--- src/rtl/cv32e40x_pkg.sv ---
// Shared types and helpers for the set-bit enumerator.
// Latency: n/a (types and a pure function only).
// Backpressure: n/a.
package cv32e40x_pkg;

  // Scanner control states
  typedef enum logic [0:0] {
    BITSCAN_IDLE = 1'b0,
    BITSCAN_SCAN = 1'b1
  } bitscan_state_e;

  // Widest vector bitrev can handle; callers zero-extend to this width
  localparam int BITSCAN_MAX_LEN = 128;

  // Reverse the lowest len bits of vec; bits at or above len come back as 0
  function automatic logic [BITSCAN_MAX_LEN-1:0] bitrev(input logic [BITSCAN_MAX_LEN-1:0] vec,
                                                        input int len);
    logic [BITSCAN_MAX_LEN-1:0] res;
    res = '0;
    for (int i = 0; i < BITSCAN_MAX_LEN; i++) begin
      if (i < len) begin
        res[i] = vec[len-1-i];
      end
    end
    return res;
  endfunction

endpackage

--- src/rtl/cv32e40x_ff_one.sv ---
// Combinational find-first-one: index of the lowest set bit of in_i.
// Latency: purely combinational, zero cycles.
// Backpressure: none; no_ones_o flags an all-zero input (first_one_o is then 0).
module cv32e40x_ff_one #(
  parameter  int LEN   = 32,
  localparam int IDX_W = $clog2(LEN)
) (
  input  logic [LEN-1:0]   in_i,
  output logic [IDX_W-1:0] first_one_o,
  output logic             no_ones_o
);

  // Walk from the top down so the lowest set bit is the last one written
  always_comb begin
    first_one_o = '0;
    no_ones_o   = 1'b1;
    for (int i = LEN - 1; i >= 0; i--) begin
      if (in_i[i]) begin
        first_one_o = IDX_W'(i);
        no_ones_o   = 1'b0;
      end
    end
  end

endmodule

--- src/rtl/cv32e40x_bitscan_iter.sv ---
// Streams the index of every set bit of an accepted vector, LSB- or MSB-first, one beat per cycle.
// Latency: vector accepted in cycle N gives first beat in N+1; back-to-back reload on the last beat.
// Backpressure: out_ready_i=0 freezes the beat; in_ready_o only while idle or during the last handshake.
// Optional: define CV32E40X_BITSCAN_COUNT_EN to add out_remaining_o (beats left including current).
module cv32e40x_bitscan_iter
  import cv32e40x_pkg::*;
#(
  parameter  int LEN       = 32,
  parameter  bit MSB_FIRST = 1'b0,
  localparam int IDX_W     = $clog2(LEN)
) (
  input  logic             clk,
  input  logic             rst,
  input  logic             kill_i,
  input  logic             in_valid_i,
  output logic             in_ready_o,
  input  logic [LEN-1:0]   in_vec_i,
  output logic             out_valid_o,
  input  logic             out_ready_i,
  output logic [IDX_W-1:0] out_index_o,
  output logic             out_last_o,
  output logic             out_none_o
`ifdef CV32E40X_BITSCAN_COUNT_EN
  ,
  output logic [$clog2(LEN+1)-1:0] out_remaining_o
`endif
);

  bitscan_state_e   state_q, state_d;
  logic [LEN-1:0]   rem_q, rem_d;
  logic [LEN-1:0]   scan_vec;
  logic [LEN-1:0]   clr_mask;
  logic [IDX_W-1:0] found_idx;
  logic             no_ones;
  logic             single_one;
  logic             in_hs;
  logic             out_hs;

  // MSB-first order searches the mirrored vector so one lowest-bit finder serves both orders
  assign scan_vec = MSB_FIRST ? LEN'(bitrev(BITSCAN_MAX_LEN'(rem_q), LEN)) : rem_q;

  cv32e40x_ff_one #(
    .LEN (LEN)
  ) u_ff_one (
    .in_i        (scan_vec),
    .first_one_o (found_idx),
    .no_ones_o   (no_ones)
  );

  assign single_one = ((rem_q & (rem_q - LEN'(1))) == '0) && !no_ones;
  assign in_hs      = in_valid_i & in_ready_o;
  assign out_hs     = out_valid_o & out_ready_i;

  // State register
  always_ff @(posedge clk) begin
    if (rst) begin
      state_q <= BITSCAN_IDLE;
    end else begin
      state_q <= state_d;
    end
  end

  // Remaining-bits register: holds the set bits not yet emitted
  always_ff @(posedge clk) begin
    if (rst) begin
      rem_q <= '0;
    end else begin
      rem_q <= rem_d;
    end
  end

  // Next state and next remaining vector; kill overrides every handshake
  always_comb begin
    state_d  = state_q;
    rem_d    = rem_q;
    clr_mask = '0;
    clr_mask[out_index_o] = 1'b1;
    if (kill_i) begin
      state_d = BITSCAN_IDLE;
      rem_d   = '0;
    end else begin
      case (state_q)
        BITSCAN_IDLE: begin
          if (in_hs) begin
            state_d = BITSCAN_SCAN;
            rem_d   = in_vec_i;
          end
        end
        BITSCAN_SCAN: begin
          if (out_hs) begin
            if (out_last_o) begin
              if (in_hs) begin
                rem_d = in_vec_i;
              end else begin
                state_d = BITSCAN_IDLE;
                rem_d   = '0;
              end
            end else begin
              rem_d = rem_q & ~clr_mask;
            end
          end
        end
        default: begin
          state_d = BITSCAN_IDLE;
          rem_d   = '0;
        end
      endcase
    end
  end

  // Outputs decoded from state and rem_q; idle outputs sit at zero
  always_comb begin
    out_valid_o = (state_q == BITSCAN_SCAN);
    out_index_o = '0;
    out_last_o  = 1'b0;
    out_none_o  = 1'b0;
    if (out_valid_o) begin
      if (!no_ones) begin
        out_index_o = MSB_FIRST ? (IDX_W'(LEN - 1) - found_idx) : found_idx;
      end
      out_last_o = no_ones | single_one;
      out_none_o = no_ones;
    end
    in_ready_o = !kill_i && (!out_valid_o || (out_ready_i && out_last_o));
  end

`ifdef CV32E40X_BITSCAN_COUNT_EN
  localparam int CNT_W = $clog2(LEN + 1);

  logic [CNT_W-1:0] cnt_q, cnt_d, in_pop;

  // Population count of the incoming vector, loaded together with rem_q
  always_comb begin
    in_pop = '0;
    for (int i = 0; i < LEN; i++) begin
      in_pop = in_pop + CNT_W'(in_vec_i[i]);
    end
  end

  // Counter follows rem_q: load on accept, step down per beat, clear on last/kill
  always_comb begin
    cnt_d = cnt_q;
    if (kill_i) begin
      cnt_d = '0;
    end else if (in_hs) begin
      cnt_d = in_pop;
    end else if (out_hs) begin
      cnt_d = out_last_o ? '0 : (cnt_q - CNT_W'(1));
    end
  end

  // Counter register
  always_ff @(posedge clk) begin
    if (rst) begin
      cnt_q <= '0;
    end else begin
      cnt_q <= cnt_d;
    end
  end

  assign out_remaining_o = cnt_q;
`endif

  a_idx_range : assert property (@(posedge clk) disable iff (rst)
    out_valid_o |-> (32'(out_index_o) < LEN));

  a_none_last : assert property (@(posedge clk) disable iff (rst)
    out_none_o |-> out_last_o);

  a_stall_stable : assert property (@(posedge clk) disable iff (rst)
    (out_valid_o && !out_ready_i && !kill_i) |=>
      (out_valid_o && $stable(out_index_o) && $stable(out_last_o) && $stable(out_none_o)));

endmodule

--- config.mk ---
export PLATFORM = sky130hd
export DESIGN_NAME = cv32e40x_bitscan_iter
export DESIGN_NICKNAME = d
export VERILOG_FILES = /design/src/rtl/cv32e40x_pkg.sv /design/src/rtl/cv32e40x_ff_one.sv /design/src/rtl/cv32e40x_bitscan_iter.sv
export SDC_FILE = /design/constraint.sdc
export NUM_CORES = 1
export LEC_CHECK = 0
export ABC_AREA = 1
export BUFFER_PORTS_ARGS = -buffer_cell sky130_fd_sc_hd__buf_2
export CAP_MARGIN = 20
export CORE_MARGIN = 1
export CORE_UTILIZATION = 50
export CTS_BUF_LIST = sky130_fd_sc_hd__clkbuf_4 sky130_fd_sc_hd__clkbuf_8
export DETAILED_ROUTE_END_ITERATION = 8
export GPL_TIMING_DRIVEN = 0
export MAX_ROUTING_LAYER = met4
export PLACE_DENSITY = 0.78
export SETUP_SLACK_MARGIN = 0.02
export SLEW_MARGIN = 25
export SYNTH_ARGS = -nofsm -noshare
export SYNTH_HDL_FRONTEND = slang
export SYNTH_SLANG_ARGS = --single-unit
--- constraint.sdc ---
create_clock -name clk -period 7.8 [get_ports clk]
set_input_delay 0.39 -clock clk [delete_from_list [all_inputs] [get_ports clk]]
set_output_delay 0.39 -clock clk [all_outputs]
set_load 0.02 [all_outputs]
==> reports/metrics.csv, run 1 <==
stage,metric,value,unit
min_path,hold_class,in -> reg,
floorplan,initial_core_util,0.5276,
yosys,synth_area,2729,µm²
setup_path,critical_path_class,reg -> out,
route,drcViolationCount,0,
pwr,p_sw,0.2137,mW
yosys,ys_types,35,
sta,setup_viol_count_final,0,
yosys,muxShareOfSynthArea,0,
pwr,power_density,166.9,nW/µm²
floorplan,rows,26,
setup_path,rr_worst_depth,18,
route,first_pass_iters,5,
setup_path,crit_path_top_delay_cell,nor2_1,
clock_tree,clock_path_buffers,2,
yosys,syn_nets,515,
route,drtIter0Drc,314,
pwr,pwr-share-seq,0.353,
setup_path,r2r-start,rem_q[2],
clock_tree,cts_buffers,5,
placed_design,dpl.cell_count,593,
pwr,p_int,0.3089,mW
clock_tree,clk_latency,290,ps
pwr,peakVddDrop,0.0001102,V
setup_path,r2r-end,rem_q[31],
clock_tree,cts_setup_buffers,0,
yosys,synth_xor_area_frac,0,
layout,instances_no_fill,600,
global_routing,grt_overflow,0,
yosys,ys_seq_area_frac,0.2421,
yosys,synth_simple_gate_area_share,0.3961,
layout,final_cell_area,3132,µm²
placed_design,place_hpwl,6867,µm
yosys,synthAdderAreaFrac,0.003668,
min_path,hold_end,out_valid_o,
layout,layout.nets,567,
global_routing,grt_use_total,0.3491,
pwr,clockPowerShare,0.268,
setup_path,endpoint_kind,output port,
sta,setup_tns,0,ps
setup_path,worstPathRequired,7410,ps
sta,tightest_slew,669.5,ps
floorplan,die-area,5757,µm²
global_routing,grt_antenna_before_repair,0,
clock_tree,hold_buffers,0,
placed_design,dp_slack,4177,ps
clock_tree,root_buffer,clkbuf_8,
yosys,ys_warn_count,0,
yosys,synth_edf_count,0,
setup_path,critical_path.top_delay_family,buffers and inverters,
setup_path,reg2reg_slack,4050,ps
setup_path,max_stage_delay,630,ps
yosys,ys.flop_type,dfxtp_1,
min_path,min_from,in_valid_i,
clock_tree,clkSlewWorstSetupHoldPaths,70,ps
yosys,async_reset_ff_frac,0,
placed_design,gp_congestion,0.9795,
sta,drv_slew,0,
sta,slew_headroom,0.5520,
setup_path,cp.arrival,3560,ps
yosys,avgSynthCellArea,5.709,µm²
layout,drive_gt1_frac,0.1642,
route,vias_per_cell,5.557,
global_routing,grt_max_degree,11,
route,wl_per_cell,15.20,µm
flow_run,drv_cap,0,
status,outcome,"complete, no violations",
route,vias,3334,
setup_path,crit_chain,clkbuf_1 > clkinv_1 > nor2_1 > inv_1 > nor3_1 > o21ai_1 > inv_1 > buf_2 > buf_2,
setup_path,start_kind,flip-flop,
clock_tree,cts_tree,yes,
route,ant_nets,0,
sta,fin_skew,12.65,ps
sta,finalCritPeriodShare,0.5062,
clock_tree,clkSinkCount,33,
yosys,synth-compound-area-share,0.2265,
route,wl,9118,µm
sta,period_minus_slack,3948,ps
yosys,synth_seq_cells,33,
pwr,leakage,1.456,nW
setup_path,cp_max_fo,10,
sta,timing.fmax,253.3,MHz
layout,syn_to_final_growth,14.76,%
yosys,synth_top_family_by_area,simple AND/OR/NAND/NOR gates,
sta,setup_slack,3852,ps
placed_design,port_buffers,45,
floorplan,die_y,75.88,µm
yosys,synthCells,478,
global_routing,grt_pass1_vias,2993,
floorplan,io_pins,46,
clock_tree,htree_levels,2,
floorplan,die_w,75.88,µm
min_path,hold_depth,3,
clock_tree,cts_resized,0,
sta,holdWs,353.6,ps
sta,rsz0062_at_grt,false,
placed_design,post_dp_cell_area,3042,µm²
sta,hold_violations,0,
pwr,switching_share,0.4089,
floorplan,core-area,5172,µm²
pwr,pwr-share-comb,0.379,
setup_path,path_buf_inv,6,
global_routing,grt_pass1_wl,14240,µm
layout,diodes,0,
-- synth_stat cells (2+ instances only) --
cell	instances	area, µm²
o211ai_1	2	15.01
dfxtp_1	33	660.6
inv_1	60	225.2
nand3_1	29	145.1
a21oi_1	66	330.3
buf_6	2	22.52
inv_2	10	37.54
nand2_2	5	31.28
nor3_1	9	45.04
a31oi_1	3	18.77
clkbuf_1	4	15.01
nand2_1	104	390.4
nor2_4	3	33.78
nor2_1	64	240.2
o21ai_1	3	15.01
nand4_1	18	112.6
buf_2	8	40.04
o21ai_0	37	185.2
buf_1	2	7.510
-- cells in the final DEF, fill, tap and decap left out, types with 2 or more instances in the layout --
master	instances
o211ai_1	2
clkbuf_1	4
nand4_1	18
buf_1	2
nand2_2	5
dfxtp_1	33
a21oi_1	66
inv_1	60
buf_6	2
nor2_1	64
inv_2	10
a31oi_1	3
o21ai_1	3
nor2_4	3
nor3_1	9
clkbuf_8	6
o21ai_0	37
buf_2	53
nand2_1	104
nand3_1	29
-- sequential cells by signal, summed over array words and instances (netlist names) --
register	flops
rem_q	32
out_valid_o	1
-- layout make-up --
type | count | area [µm²]
Multi-Input combinational cell | 357 | 1709
Tap cell | 70 | 87.58
Fill cell | 540 | 2041
Buffer | 17 | 92.59
Clock buffer | 7 | 90.09
Inverter | 71 | 266.5
Sequential cell | 33 | 660.6
Timing Repair Buffer | 45 | 225.2
-- through the flow --
| step | power [mW] | util |
|---|---|---|
| 6_report | 0.5227 | 0.6055 |
| 5_1_grt | 0.5526 | 0.6055 |
| 4_1_cts | 0.5204 | 0.6055 |
| 3_5_place_dp | 0.3821 | 0.5881 |
| 3_3_place_gp | 0.3808 | 0.5881 |
| 2_1_floorplan | 0.3231 | - |
-- cell families after synthesis --
kind of cell	Yosys count
buf+inv	88
simple gates	239
fa+ha+maj	1
compound gates	117
flops	33
-- how the worst max path moves through the flow --
stage | startpoint | end | cells past startpoint
2_1_floorplan | out_valid_o | rem_q[5] | 12
3_3_place_gp | rem_q[2] | rem_q[31] | 18
3_5_place_dp | rem_q[2] | rem_q[31] | 18
4_1_cts | out_valid_o | out_index_o[1] | 9
5_1_grt | rem_q[1] | out_index_o[1] | 16
6_report | out_valid_o | out_index_o[1] | 9
-- power by group through the flow --
stage / Clock [mW] / Combinational [mW] / Sequential [mW]
after global routing: 0.146 / 0.221 / 0.186
after floorplan: 0 / 0.137 / 0.186
after global placement: 0 / 0.193 / 0.188
after CTS: 0.141 / 0.195 / 0.184
after detailed placement: 0 / 0.194 / 0.188
final: 0.140 / 0.198 / 0.185
-- per-layer routing --
metal | global-route usage | share of wire
met5 | - | 0
met1 | 0.4538 | 0.45
met2 | 0.5497 | 0.45
met4 | 0.1337 | 0.027
met3 | 0.04365 | 0.072
-- worst min-delay path, stage by stage --
cell and delay [ps]:
buf_2 100, nor2_1 50, nor2_1 70
Power figures use the tool's default switching activity.
==> run 2, diff against run 1 <==
==> constraint.sdc (replaced) <==
create_clock -name clk -period 4 [get_ports clk]
set_input_delay 0.2 -clock clk [delete_from_list [all_inputs] [get_ports clk]]
set_output_delay 0.2 -clock clk [all_outputs]
set_load 0.02 [all_outputs]
==> run 2 against run 1 <==
Effect of this change:
- routed wire length down 0.69%
- setup slack lost 3500 ps
- cell count is 0.17% lower
- global-route usage unchanged
- via count increased by 0.72%
- clock-buffer cell count is the same
- largest cell class unchanged
- highest routed layer unchanged
==> reports/metrics.csv, run 2 (synthesis gave the netlist of run 1 again) <==
stage,metric,value,unit,change
placed_design,place_hpwl,6867,µm,unchanged
floorplan,io_pins,46,,unchanged
placed_design,gp_congestion,0.9795,,unchanged
sta,rsz0062_at_grt,false,,
clock_tree,htree_levels,2,,unchanged
route,vias,3358,,+0.72%
clock_tree,cts_setup_buffers,0,,unchanged
setup_path,cp_max_fo,10,,unchanged
pwr,power_density,325.2,nW/µm²,+95%
sta,period_minus_slack,3602,ps,
route,wl,9055,µm,-0.69%
floorplan,die-area,5757,µm²,unchanged
clock_tree,root_buffer,clkbuf_8,,
sta,hold_violations,0,,unchanged
global_routing,grt_pass1_wl,14240,µm,unchanged
sta,fin_skew,13.18,ps,+0.5272 ps
floorplan,die_w,75.88,µm,unchanged
sta,setup_tns,0,ps,unchanged
global_routing,grt_max_degree,11,,unchanged
setup_path,cp.arrival,3770,ps,+210 ps
flow_run,drv_cap,0,,unchanged
placed_design,port_buffers,45,,unchanged
setup_path,crit_chain,inv_2 > nand2_2 > nor2_4 > nand2_2 > nor2_4 > nand2_2 > nor4_4 > nand2_1 > nor2_1 > a21oi_1 > nor4_2 > nand4_2 > nand2_2 > o21ai_2 > nor3_4 > nand2_1 > nand2_2 > inv_2 > buf_2 > a21oi_1 > a21oi_1,,
global_routing,grt_use_met1,0.4538,,unchanged
min_path,min_from,in_valid_i,,
clock_tree,clock_path_buffers,2,,unchanged
layout,n_fill_cell,538,,-0.37%
setup_path,start_kind,flip-flop,,
global_routing,grt_overflow,0,,unchanged
setup_path,path_buf_inv,3,,-3
sta,setup_viol_count_final,0,,unchanged
sta,slew_headroom,0.5622,,+0.01022
global_routing,grt_pass1_vias,2993,,unchanged
clock_tree,hold_buffers,0,,unchanged
setup_path,rr_worst_depth,21,,+3
setup_path,r2r-end,rem_q[28],,
layout,largest_reg_flops,32,,unchanged
layout,final_cell_area,3131,µm²,about the same
floorplan,initial_core_util,0.5276,,unchanged
route,vias_per_cell,5.606,,+0.89%
layout,regArea,660.6,µm²,unchanged
floorplan,core-area,5172,µm²,unchanged
global_routing,grt_antenna_before_repair,0,,unchanged
setup_path,critical_path.top_delay_family,simple AND/OR/NAND/NOR gates,,
setup_path,r2r-start,rem_q[2],,
sta,drv_slew,0,,unchanged
layout,regMostFlops,rem_q,,
sta,timing.fmax,277.7,MHz,
sta,finalCritPeriodShare,0.9004,,
pwr,peakVddDrop,0.0002132,V,+93%
global_routing,grt_use_total,0.3491,,unchanged
floorplan,rows,26,,unchanged
route,first_pass_iters,6,,+1
route,drtIter0Drc,286,,-8.9%
setup_path,crit_path_top_delay_cell,nor4_2,,
layout,syn_to_final_growth,14.72,%,about the same
layout,most-common-layout-cells,"nand2_1 (104), a21oi_1 (66), nor2_1 (63)",,
route,wl_per_cell,15.12,µm,-0.53%
layout,final_common_cell,nand2_1,,
setup_path,endpoint_kind,flip-flop,,
setup_path,max_stage_delay,350,ps,-280 ps
pwr,power,1.018,mW,+95%
setup_path,reg2reg_slack,400,ps,-3650 ps
setup_path,worstPathRequired,4170,ps,-3240 ps
status,outcome,"complete, no violations",,
pwr,leakage,1.455,nW,-0.10%
placed_design,post_dp_cell_area,3042,µm²,unchanged
clock_tree,clkSlewWorstSetupHoldPaths,70,ps,about the same
floorplan,die_y,75.88,µm,unchanged
clock_tree,cts_tree,yes,,
layout,drive_gt1_frac,0.1664,,+0.002201
global_routing,gr-usage-met2,0.5497,,unchanged
route,drcViolationCount,0,,unchanged
global_routing,met3_usage,0.04365,,unchanged
min_path,hold_depth,3,,unchanged
setup_path,cpMostUsedCell,nand2_2,,
min_path,hold_class,in -> reg,,
clock_tree,cts_buffers,5,,unchanged
global_routing,busiest_layer,met2,,
layout,multiInputGateArea,1712,µm²,+0.15%
sta,tightest_slew,654.3,ps,-15.28 ps
layout,diodes,0,,unchanged
layout,layout.nets,566,,-0.18%
route,ant_nets,0,,unchanged
clock_tree,clk_latency,290,ps,about the same
clock_tree,clkSinkCount,33,,unchanged
min_path,hold_end,out_valid_o,,
setup_path,critical_path_class,reg -> reg,,
==> run 2: changes by cell type in the layout (fill, tap and decap cells not counted) <==
cell	previous run	this run
nor2_2	1	2
buf_1	2	1
nor2_1	64	63
==> run 2: worst max path at each step <==
stage,start,end,cells past startpoint
floorplan,out_valid_o,rem_q[5],12
global placement,rem_q[2],rem_q[31],18
detailed placement,rem_q[2],rem_q[31],18
CTS,rem_q[2],rem_q[31],18
global route,rem_q[1],rem_q[6],21
finish,rem_q[2],rem_q[28],21
==> run 2: cell type report <==
class | instances | share of cell area
sequential | 33 | 0.2110
buffer | 16 | 0.02838
tap | 70 | 0.02798
inverter | 71 | 0.08513
timing repair buffer | 45 | 0.07194
clock buffer | 7 | 0.02878
multi-input combinational | 357 | 0.5468
==> run 2: per-layer routing <==
metal	routed length, µm	vias to the layer above
met5	0	-
met2	4057	161
li1	-	1671
met4	201	0
met1	4112	1505
met3	683	21
==> run 2: worst min-delay path: cells and delay by family <==
kind                   cells  cell delay [ps]
and+or+nand+nor            2              120
buffers and inverters      1              100
==> run 2: per-stage QoR <==
step | hold slack, ps | instances | worst slack, ps | utilization
2_1_floorplan | 320.7 | 478 | 1221 | -
3_3_place_gp | 457.9 | 593 | 409.3 | 0.5881
3_5_place_dp | 463.9 | 593 | 377.1 | 0.5881
4_1_cts | 165.4 | 600 | 348.4 | 0.6055
5_1_grt | 185.8 | 599 | 73.34 | 0.6052
6_report | 164.9 | 599 | 398.4 | 0.6052
==> run 2: what timing repair did <==
action | CTS | global route
gates resized for setup | 0 | 1
setup endpoints to repair | 0 | 2
hold endpoints to repair | 0 | 0
==> run 2: power by group <==
group | internal (mW) | switching (mW)
Sequential | 0.343 | 0.0167
Combinational | 0.115 | 0.271
Clock | 0.144 | 0.128
